[src/rtl/hc194_seq_ctrl.sv]
// Command sequencer that drives a 74HC194-style 4-bit universal shift register.
// Optional readback checker: define HC194_SEQ_CTRL_CHECK_EN.
//
// state | meaning
// IDLE  | ready for a command, shift register held
// RUN   | mode of latched op on s_out, rem cycles remaining
// DONE  | one-cycle completion pulse, shift register held
module hc194_seq_ctrl #(
    parameter int CNT_W = 4
) (
    input  logic             CP,
    input  logic             MR,
    input  logic             cmd_valid,
    output logic             cmd_ready,
    input  logic [2:0]       cmd_op,
    input  logic [0:3]       cmd_data,
    input  logic             cmd_fill,
    input  logic [CNT_W-1:0] cmd_cnt,
    input  logic [0:3]       q_in,
    output logic [1:0]       s_out,
    output logic [0:3]       d_out,
    output logic             dsr_out,
    output logic             dsl_out,
    output logic             busy,
    output logic             done,
    output logic             err
);

    typedef enum logic [1:0] {IDLE, RUN, DONE} state_t;

    localparam logic [2:0] OP_LOAD  = 3'b000;
    localparam logic [2:0] OP_SHR   = 3'b001;
    localparam logic [2:0] OP_SHL   = 3'b010;
    localparam logic [2:0] OP_ROR   = 3'b011;
    localparam logic [2:0] OP_ROL   = 3'b100;
    localparam logic [2:0] OP_CLEAR = 3'b101;

    state_t           state_q, state_nx;
    logic [2:0]       op_q, op_nx;
    logic [0:3]       data_q, data_nx;
    logic             fill_q, fill_nx;
    logic [CNT_W-1:0] rem_q, rem_nx;
    logic [1:0]       s_q, s_nx;
    logic [0:3]       d_q, d_nx;
    logic             dsr_q, dsr_nx;
    logic             dsl_q, dsl_nx;

    always_comb begin
        state_nx = state_q;
        op_nx    = op_q;
        data_nx  = data_q;
        fill_nx  = fill_q;
        rem_nx   = rem_q;
        case (state_q)
            IDLE: begin
                if (cmd_valid) begin
                    op_nx   = cmd_op;
                    data_nx = cmd_data;
                    fill_nx = cmd_fill;
                    case (cmd_op)
                        OP_LOAD, OP_CLEAR: begin
                            rem_nx   = CNT_W'(1);
                            state_nx = RUN;
                        end
                        OP_SHR, OP_SHL, OP_ROR, OP_ROL: begin
                            rem_nx   = cmd_cnt;
                            state_nx = (cmd_cnt == '0) ? DONE : RUN;
                        end
                        default: begin
                            rem_nx   = '0;
                            state_nx = DONE;
                        end
                    endcase
                end
            end
            RUN: begin
                rem_nx = rem_q - 1'b1;
                if (rem_q == CNT_W'(1)) state_nx = DONE;
            end
            default: state_nx = IDLE;
        endcase

        // Mode outputs are registered, so they are decoded from the next state.
        s_nx   = 2'b00;
        d_nx   = 4'b0000;
        dsr_nx = 1'b0;
        dsl_nx = 1'b0;
        if (state_nx == RUN) begin
            case (op_nx)
                OP_LOAD: begin
                    s_nx = 2'b11;
                    d_nx = data_nx;
                end
                OP_CLEAR: s_nx = 2'b11;
                OP_SHR: begin
                    s_nx   = 2'b01;
                    dsr_nx = fill_nx;
                end
                OP_SHL: begin
                    s_nx   = 2'b10;
                    dsl_nx = fill_nx;
                end
                OP_ROR:  s_nx = 2'b01;
                OP_ROL:  s_nx = 2'b10;
                default: s_nx = 2'b00;
            endcase
        end
    end

    always_ff @(posedge CP) begin
        if (MR) begin
            state_q <= IDLE;
            op_q    <= '0;
            data_q  <= '0;
            fill_q  <= 1'b0;
            rem_q   <= '0;
            s_q     <= 2'b00;
            d_q     <= '0;
            dsr_q   <= 1'b0;
            dsl_q   <= 1'b0;
        end else begin
            state_q <= state_nx;
            op_q    <= op_nx;
            data_q  <= data_nx;
            fill_q  <= fill_nx;
            rem_q   <= rem_nx;
            s_q     <= s_nx;
            d_q     <= d_nx;
            dsr_q   <= dsr_nx;
            dsl_q   <= dsl_nx;
        end
    end

    assign cmd_ready = (state_q == IDLE);
    assign busy      = (state_q != IDLE);
    assign done      = (state_q == DONE);
    assign s_out     = s_q;
    assign d_out     = d_q;
    // Rotates close the loop through the live Q, so these paths stay combinational.
    assign dsr_out   = (state_q == RUN && op_q == OP_ROR) ? q_in[3] : dsr_q;
    assign dsl_out   = (state_q == RUN && op_q == OP_ROL) ? q_in[0] : dsl_q;

`ifdef HC194_SEQ_CTRL_CHECK_EN
    logic [0:3] model_q;
    logic       err_q;

    always_ff @(posedge CP) begin
        if (MR) begin
            model_q <= '0;
            err_q   <= 1'b0;
        end else begin
            if (state_q == RUN) begin
                case (s_q)
                    2'b11: model_q <= d_q;
                    2'b01: model_q <= {((op_q == OP_ROR) ? model_q[3] : dsr_q), model_q[0:2]};
                    2'b10: model_q <= {model_q[1:3], ((op_q == OP_ROL) ? model_q[0] : dsl_q)};
                    default: model_q <= model_q;
                endcase
            end
            if (state_q == DONE && q_in != model_q) err_q <= 1'b1;
        end
    end

    assign err = err_q;
`else
    assign err = 1'b0;
`endif

endmodule
[config.mk]
export PLATFORM = sky130hd
export DESIGN_NAME = hc194_seq_ctrl
export DESIGN_NICKNAME = d
export VERILOG_FILES = /design/src/rtl/hc194_seq_ctrl.sv
export SDC_FILE = /design/constraint.sdc
export NUM_CORES = 1
export LEC_CHECK = 0
export ABC_AREA = 1
export CORE_MARGIN = 5
export CORE_UTILIZATION = 49
export DETAILED_ROUTE_END_ITERATION = 10
export HOLD_SLACK_MARGIN = 0.1
export PLACE_DENSITY = 0.8
export SLEW_MARGIN = 20
export SYNTH_ARGS = -nofsm -noshare
export SYNTH_HDL_FRONTEND = slang
export SYNTH_SLANG_ARGS = --single-unit
[constraint.sdc]
create_clock -name CP -period 3.6 [get_ports CP]
set_input_delay 0.72 -clock CP [delete_from_list [all_inputs] [get_ports CP]]
set_output_delay 0.72 -clock CP [all_outputs]
set_load 0.005 [all_outputs]
==> impl_metrics.yaml, run 1 <==
finish:
  nets: 186
  multi_input_area_um2: 509.2
  drive_gt1_share_pct: 10.37
  finish.utilization_pct: 68.94
  final-instance-count-excl-fill: 191
  area_delta_synth_final_pct: 30.84
  nFillCells: 174
  post-route-cell-area_mm2: 0.001380
  antenna_cells: 0
  layout.area.seq_um2: 440.4
route:
  first_pass_iters: 4
  drc_errors: 0
  routed_wl_um: 2162
  wl_per_cell_um: 11.32
  vias_per_cell: 4.812
  ant_nets: 0
  vias: 919
  drt_iter0_drc: 8
yosys:
  ys_top_cells_by_count: "nor2_1, dfxtp_1, nand2_1, inv_1, nand3_1"
  synth.area.top_cells: "dfxtp_1, nor2_1, nand2_1"
  synth_cell_type_count: 30
  synth_cells: 136
  post_synth.cell_area_avg_um2: 7.756
  synth_warnings: 0
  yosysMostFrequentCell: "nor2_1"
  syn_area_mm2: 0.001055
  synth-edff-count: 0
  synth_ff_type: "dfxtp_1"
  ys_ff_latch: 22
  seq_area_frac_synth_pct: 41.76
  synth_nets: 157
  async_flop_share_pct: 0
  yosysTopAreaCellShare_pct: 41.76
  yosys.area.top_type: "dfxtp_1"
clock_tree:
  clockBufferDepth: 2
  clock_latency_ps: 310
  postCtsResizedCells: 0
  postCtsSetupBuffers: 0
  htree_levels: 1
  cts-root-buf: "clkbuf_4"
  clk_pin_slew_ps: 130
  tritoncts: "yes"
  cts_num_sinks: 22
  cts_buffers: 3
  ctsHoldBuffers: 0
worst_setup_path:
  cp.required_ps: 2880
  end_kind: "output port"
  worst-endpoint-arrival_ps: 1910
  crit_chain: "inv_1 > nand2_1 > inv_1 > nand3_1 > mux2_2 > clkdlybuf4s50_1"
  max_stage_delay_ps: 440
  startpoint_type: "flip-flop"
  r2r_start: "state_q[0]"
  crit_type: "reg -> out"
  cpMostUsedCell: "inv_1"
  r2r_slack_ps: 2060
  worstRegToRegCells: 6
  critPathSlowestCell: "clkdlybuf4s50_1"
  reg2reg_to: "s_out[0]"
  path_max_fanout: 5
  endpoint: "dsl_out"
  startpoint: "state_q[1]"
run:
  drv_cap: 0
place:
  portBuffers: 27
  gp_congestion: 0.7952
  place_inst: 187
  hpwlAfterDp_um: 1702
  place_area_mm2: 0.001328
floorplan:
  num_io_pins: 31
  core_mm2: 0.002002
  start_util_pct: 52.69
  die_h_um: 56.40
  dieArea_mm2: 0.003180
  die_w_um: 56.40
  fp-row-count: 16
timing:
  setup_viol: 0
  setup_tns_ps: 0
  rsz0062_at_grt: "false"
  finalCritPeriodShare_pct: 73.02
  finalHoldViolCount: 0
  max_freq_ghz: 0.3804
  drv_slew: 0
  fin_worst_skew_ps: 15.24
  period_needed_ps: 2629
outcome:
  status: "finished, final reports clean"
hold_path:
  hold_class: "reg -> reg"
global_route:
  grt_pass1_vias: 961
  grt_first_pass_wirelength_um: 3836
  grt_usage_pct: 14.86
  grt_max_degree: 14
  antenna_found_initial: 0
  overflow: 0
pwr:
  power_leakage_uw: 0.0006286
  peakVddDrop_v: 0.0004244
  p_per_area_mw_per_mm2: 437.8
worst min-delay path by stage:
| stage | endpoint | depth (start not counted) | startpoint |
|---|---|---|---|
| 3_3_place_gp | data_q[1] | 2 | data_q[1] |
| 2_1_floorplan | data_q[0] | 2 | data_q[0] |
| 4_1_cts | rem_q[3] | 2 | rem_q[3] |
| 6_report | rem_q[3] | 2 | rem_q[3] |
| 3_5_place_dp | data_q[0] | 2 | data_q[0] |
| 5_1_grt | rem_q[3] | 2 | rem_q[3] |
final cells by class:
| class | instances | area share [%] |
|---|---|---|
| Tap cell | 27 | 2.448 |
| Inverter | 19 | 5.349 |
| Sequential cell | 22 | 31.91 |
| Timing Repair Buffer | 27 | 19.58 |
| Clock inverter | 1 | 2.176 |
| Clock buffer | 3 | 1.632 |
| Multi-Input combinational cell | 92 | 36.90 |
logic make-up after synthesis:
| group | after synthesis | share of synthesized area, % |
|---|---|---|
| AOI/OAI and AO/OA | 15 | 8.068 |
| xor gates and xnor gates | 2 | 1.661 |
| adders and majority gates | 2 | 2.372 |
| buffers and inverters | 22 | 9.964 |
| DFF | 22 | 41.76 |
| muxes | 6 | 5.931 |
| other | 1 | 0.3555 |
| and+or+nand+nor | 66 | 29.89 |
per-layer routing:
| layer | vias to the layer above | wire length (um) | global-route usage (%) |
|---|---|---|---|
| li1 | 482 | - | - |
| met3 | 4 | 87 | 5.275 |
| met2 | 18 | 1100 | 26.88 |
| met1 | 415 | 947 | 16.37 |
| met4 | 0 | 26 | 3.729 |
| met5 | - | 0 | 0 |
worst max-delay path: cells and delay by family (launching register included):
| kind | cells | cell delay [ps] |
|---|---|---|
| and+or+nand+nor | 2 | 230 |
| DFF | 1 | 390 |
| muxes | 1 | 330 |
| buffers and inverters | 3 | 640 |
registers in the layout, indices dropped and copies added, names as in the netlist:
register,flops
fill_q,1
d_out,4
state_q,2
dsr_q,1
data_q,4
dsl_q,1
rem_q,4
op_q,3
s_out,2
cells in the final DEF, fill, tap and decap left out:
cell and n:
o22ai_1 1, nand2_1 20, conb_1 1, o21ai_0 2
o21ai_1 2, nand3_1 8, inv_4 1, mux2i_1 4
inv_1 18, nor2_4 1, nand3_2 2, ha_1 2
a21boi_0 1, mux2_2 2, o211ai_1 1, or2_2 1
nor2_2 1, and2_1 1, nand4_1 1, a31oi_1 1
clkbuf_4 3, o21a_1 1, nand2_4 3, nand2_2 2
a21oi_1 6, dfxtp_1 22, clkdlybuf4s50_1 27, xor2_1 2
bufinv_16 1, nor2_1 26
metrics by stage:
stage | hold slack (ps) | power (uW) | setup slack [ps]
finish | 505.2 | 604.1 | 971.3
CTS | 503.7 | 611.0 | 958.2
global route | 528.8 | 639.5 | 833.4
global placement | 472.9 | 418.1 | 1073
floorplan | 460.6 | 375.1 | 1848
detailed placement | 480.0 | 423.1 | 1063
report_power, final:
part / switching (uW) / total (uW) / internal (uW) / leakage, uW
Clock: 73.3 / 186 / 113 / 0.0000279
Combinational: 77.8 / 144 / 66.3 / 0.000420
Sequential: 11.4 / 274 / 263 / 0.000180
Total: 162 / 604 / 442 / 0.000629
Note: power is estimated with default switching activity, not from simulation.
==> run 2: changes to the inputs <==
--- a/config.mk
+++ b/config.mk
@@ -7,10 +7,10 @@
 export LEC_CHECK = 0
 export ABC_AREA = 1
 export CORE_MARGIN = 5
-export CORE_UTILIZATION = 49
+export CORE_UTILIZATION = 41
 export DETAILED_ROUTE_END_ITERATION = 10
 export HOLD_SLACK_MARGIN = 0.1
-export PLACE_DENSITY = 0.8
+export PLACE_DENSITY = 0.72
 export SLEW_MARGIN = 20
 export SYNTH_ARGS = -nofsm -noshare
 export SYNTH_HDL_FRONTEND = slang
==> constraint.sdc (replaced) <==
create_clock -name CP -period 2.4 [get_ports CP]
set_input_delay 0.48 -clock CP [delete_from_list [all_inputs] [get_ports CP]]
set_output_delay 0.48 -clock CP [all_outputs]
set_load 0.005 [all_outputs]
==> run 2 against run 1 <==
Sequential share of layout area is essentially flat. Hold slack lost 3.3 ps. Largest cell class unchanged. Critical path type unchanged. Worst setup slack lost 830 ps. Non-clock buffer count is the same. Clock skew shrank 6.0 ps. Via count grew 2.4%.
==> impl_metrics.yaml, run 2 (synthesized netlist as in run 1, its figures left out) <==
global_route:
  overflow: 0
  grt_usage_pct: 13.46
  grt_first_pass_wirelength_um: 3712
  antenna_found_initial: 0
  grt_max_degree: 14
  grt_pass1_vias: 913
finish:
  layout_commonest_cell: "clkdlybuf4s50_1"
  nets: 186
  area_delta_synth_final_pct: 31.67
  drive_gt1_share_pct: 12.80
  antenna_cells: 0
  final_cell_mix: "clkdlybuf4s50_1, nor2_1, dfxtp_1, nand2_1, inv_1"
pwr:
  p_comb_share_pct: 23.8
  swShare_pct: 26.84
  intPower_uw: 663.7
  power.switching_uw: 243.5
  p_per_area_mw_per_mm2: 653.2
  p_seq_share_pct: 45.4
  clkPwrFrac_pct: 30.8
  peakVddDrop_v: 0.0004891
  power_leakage_uw: 0.0006276
timing:
  period_needed_ps: 2257
  rsz0062_at_grt: "false"
  max_freq_ghz: 0.4431
  whs_ps: 501.9
  finalCritPeriodShare_pct: 94.03
  finalHoldViolCount: 0
  setup_viol: 0
  setup_tns_ps: 0
  fin_worst_skew_ps: 9.266
  drv_slew: 0
route:
  drt_iter0_drc: 35
  drc_errors: 0
  ant_nets: 0
  vias_per_cell: 4.851
  wl_per_cell_um: 11.41
  first_pass_iters: 4
  vias: 941
  routed_wl_um: 2213
floorplan:
  core_mm2: 0.002477
  num_io_pins: 31
  die_w_um: 60.72
  dieArea_mm2: 0.003687
  fp-row-count: 18
  die_h_um: 60.72
  start_util_pct: 42.58
worst_setup_path:
  startpoint_type: "flip-flop"
  cp.required_ps: 1920
  end_kind: "output port"
  path_max_fanout: 5
  crit_type: "reg -> out"
  worst-endpoint-arrival_ps: 1780
clock_tree:
  tritoncts: "yes"
  htree_levels: 1
  cts_num_sinks: 22
  cts-root-buf: "clkbuf_4"
  clock_latency_ps: 300
  clk_pin_slew_ps: 120
  clockBufferDepth: 2
  postCtsSetupBuffers: 0
  ctsHoldBuffers: 0
  cts_buffers: 3
hold_path:
  hold_class: "reg -> reg"
place:
  gp_congestion: 0.7717
  portBuffers: 27
  hpwlAfterDp_um: 1754
run:
  drv_cap: 0
outcome:
  status: "finished, final reports clean"
## run 2: final timing paths
| check | from | end | slack, ps | cells after the start |
|---|---|---|---|---|
| hold / removal | rem_q[1] | rem_q[1] | 500 | 2 |
| hold reg to reg | rem_q[1] | rem_q[1] | 500 | 2 |
| setup / recovery | state_q[1] | dsr_out | 140 | 6 |
| setup reg to reg | state_q[0] | s_out[0] | 920 | 6 |
## run 2: area by class of cell
class	instances	area (um^2)
fillers	230	1089
well taps	30	37.54
flip-flops and latches	22	442.9
multi-input cells	92	511.7
inverters	19	73.82
clock inverters	1	30.03
clock buffers	3	22.52
repair buffers	27	270.3
## run 2: power groups by stage
stage / Sequential [uW] / Combinational (uW) / Clock (uW)
6_report: 412 / 216 / 280
4_1_cts: 411 / 218 / 289
2_1_floorplan: 416 / 146 / 0
3_3_place_gp: 418 / 210 / 0
3_5_place_dp: 420 / 217 / 0
5_1_grt: 416 / 247 / 306
## run 2: stage by stage
| step | power [uW] | setup slack (ps) | util [%] | cells | instance area [um^2] |
|---|---|---|---|---|---|
| floorplan | 562.6 | 887.7 | - | 136 | 1055 |
| global placement | 628.0 | 346.8 | 53.74 | 190 | 1331 |
| CTS | 918.0 | 12.96 | 55.91 | 194 | 1385 |
| finish | 907.2 | 143.2 | 56.06 | 194 | 1389 |
| global route | 968.8 | 11.21 | 56.06 | 194 | 1389 |
| detailed placement | 636.4 | 336.2 | 53.74 | 190 | 1331 |
## run 2: timing repair
| action | 4_1_cts | 5_1_grt |
|---|---|---|
| cloned | 0 | 0 |
| setup endpoints to repair | 2 | 2 |
| gates resized for setup | 1 | 3 |
## run 2: critical path: stages, from the launching register on
cell and delay, ps:
dfxtp_2 370, inv_1 80, nand2_2 100, inv_2 70
nand4_1 70, mux2_2 330, clkdlybuf4s50_1 450
## run 2: layer usage
| metal | part of all wire (%) | GRT usage (%) | wire [um] | up-vias |
|---|---|---|---|---|
| li1 | - | - | - | 480 |
| met1 | 42 | 15.58 | 934 | 434 |
| met2 | 48 | 22.90 | 1056 | 25 |
| met3 | 8.8 | 3.617 | 195 | 2 |
| met4 | 1.2 | 6.502 | 26 | 0 |
| met5 | 0 | 0 | 0 | - |
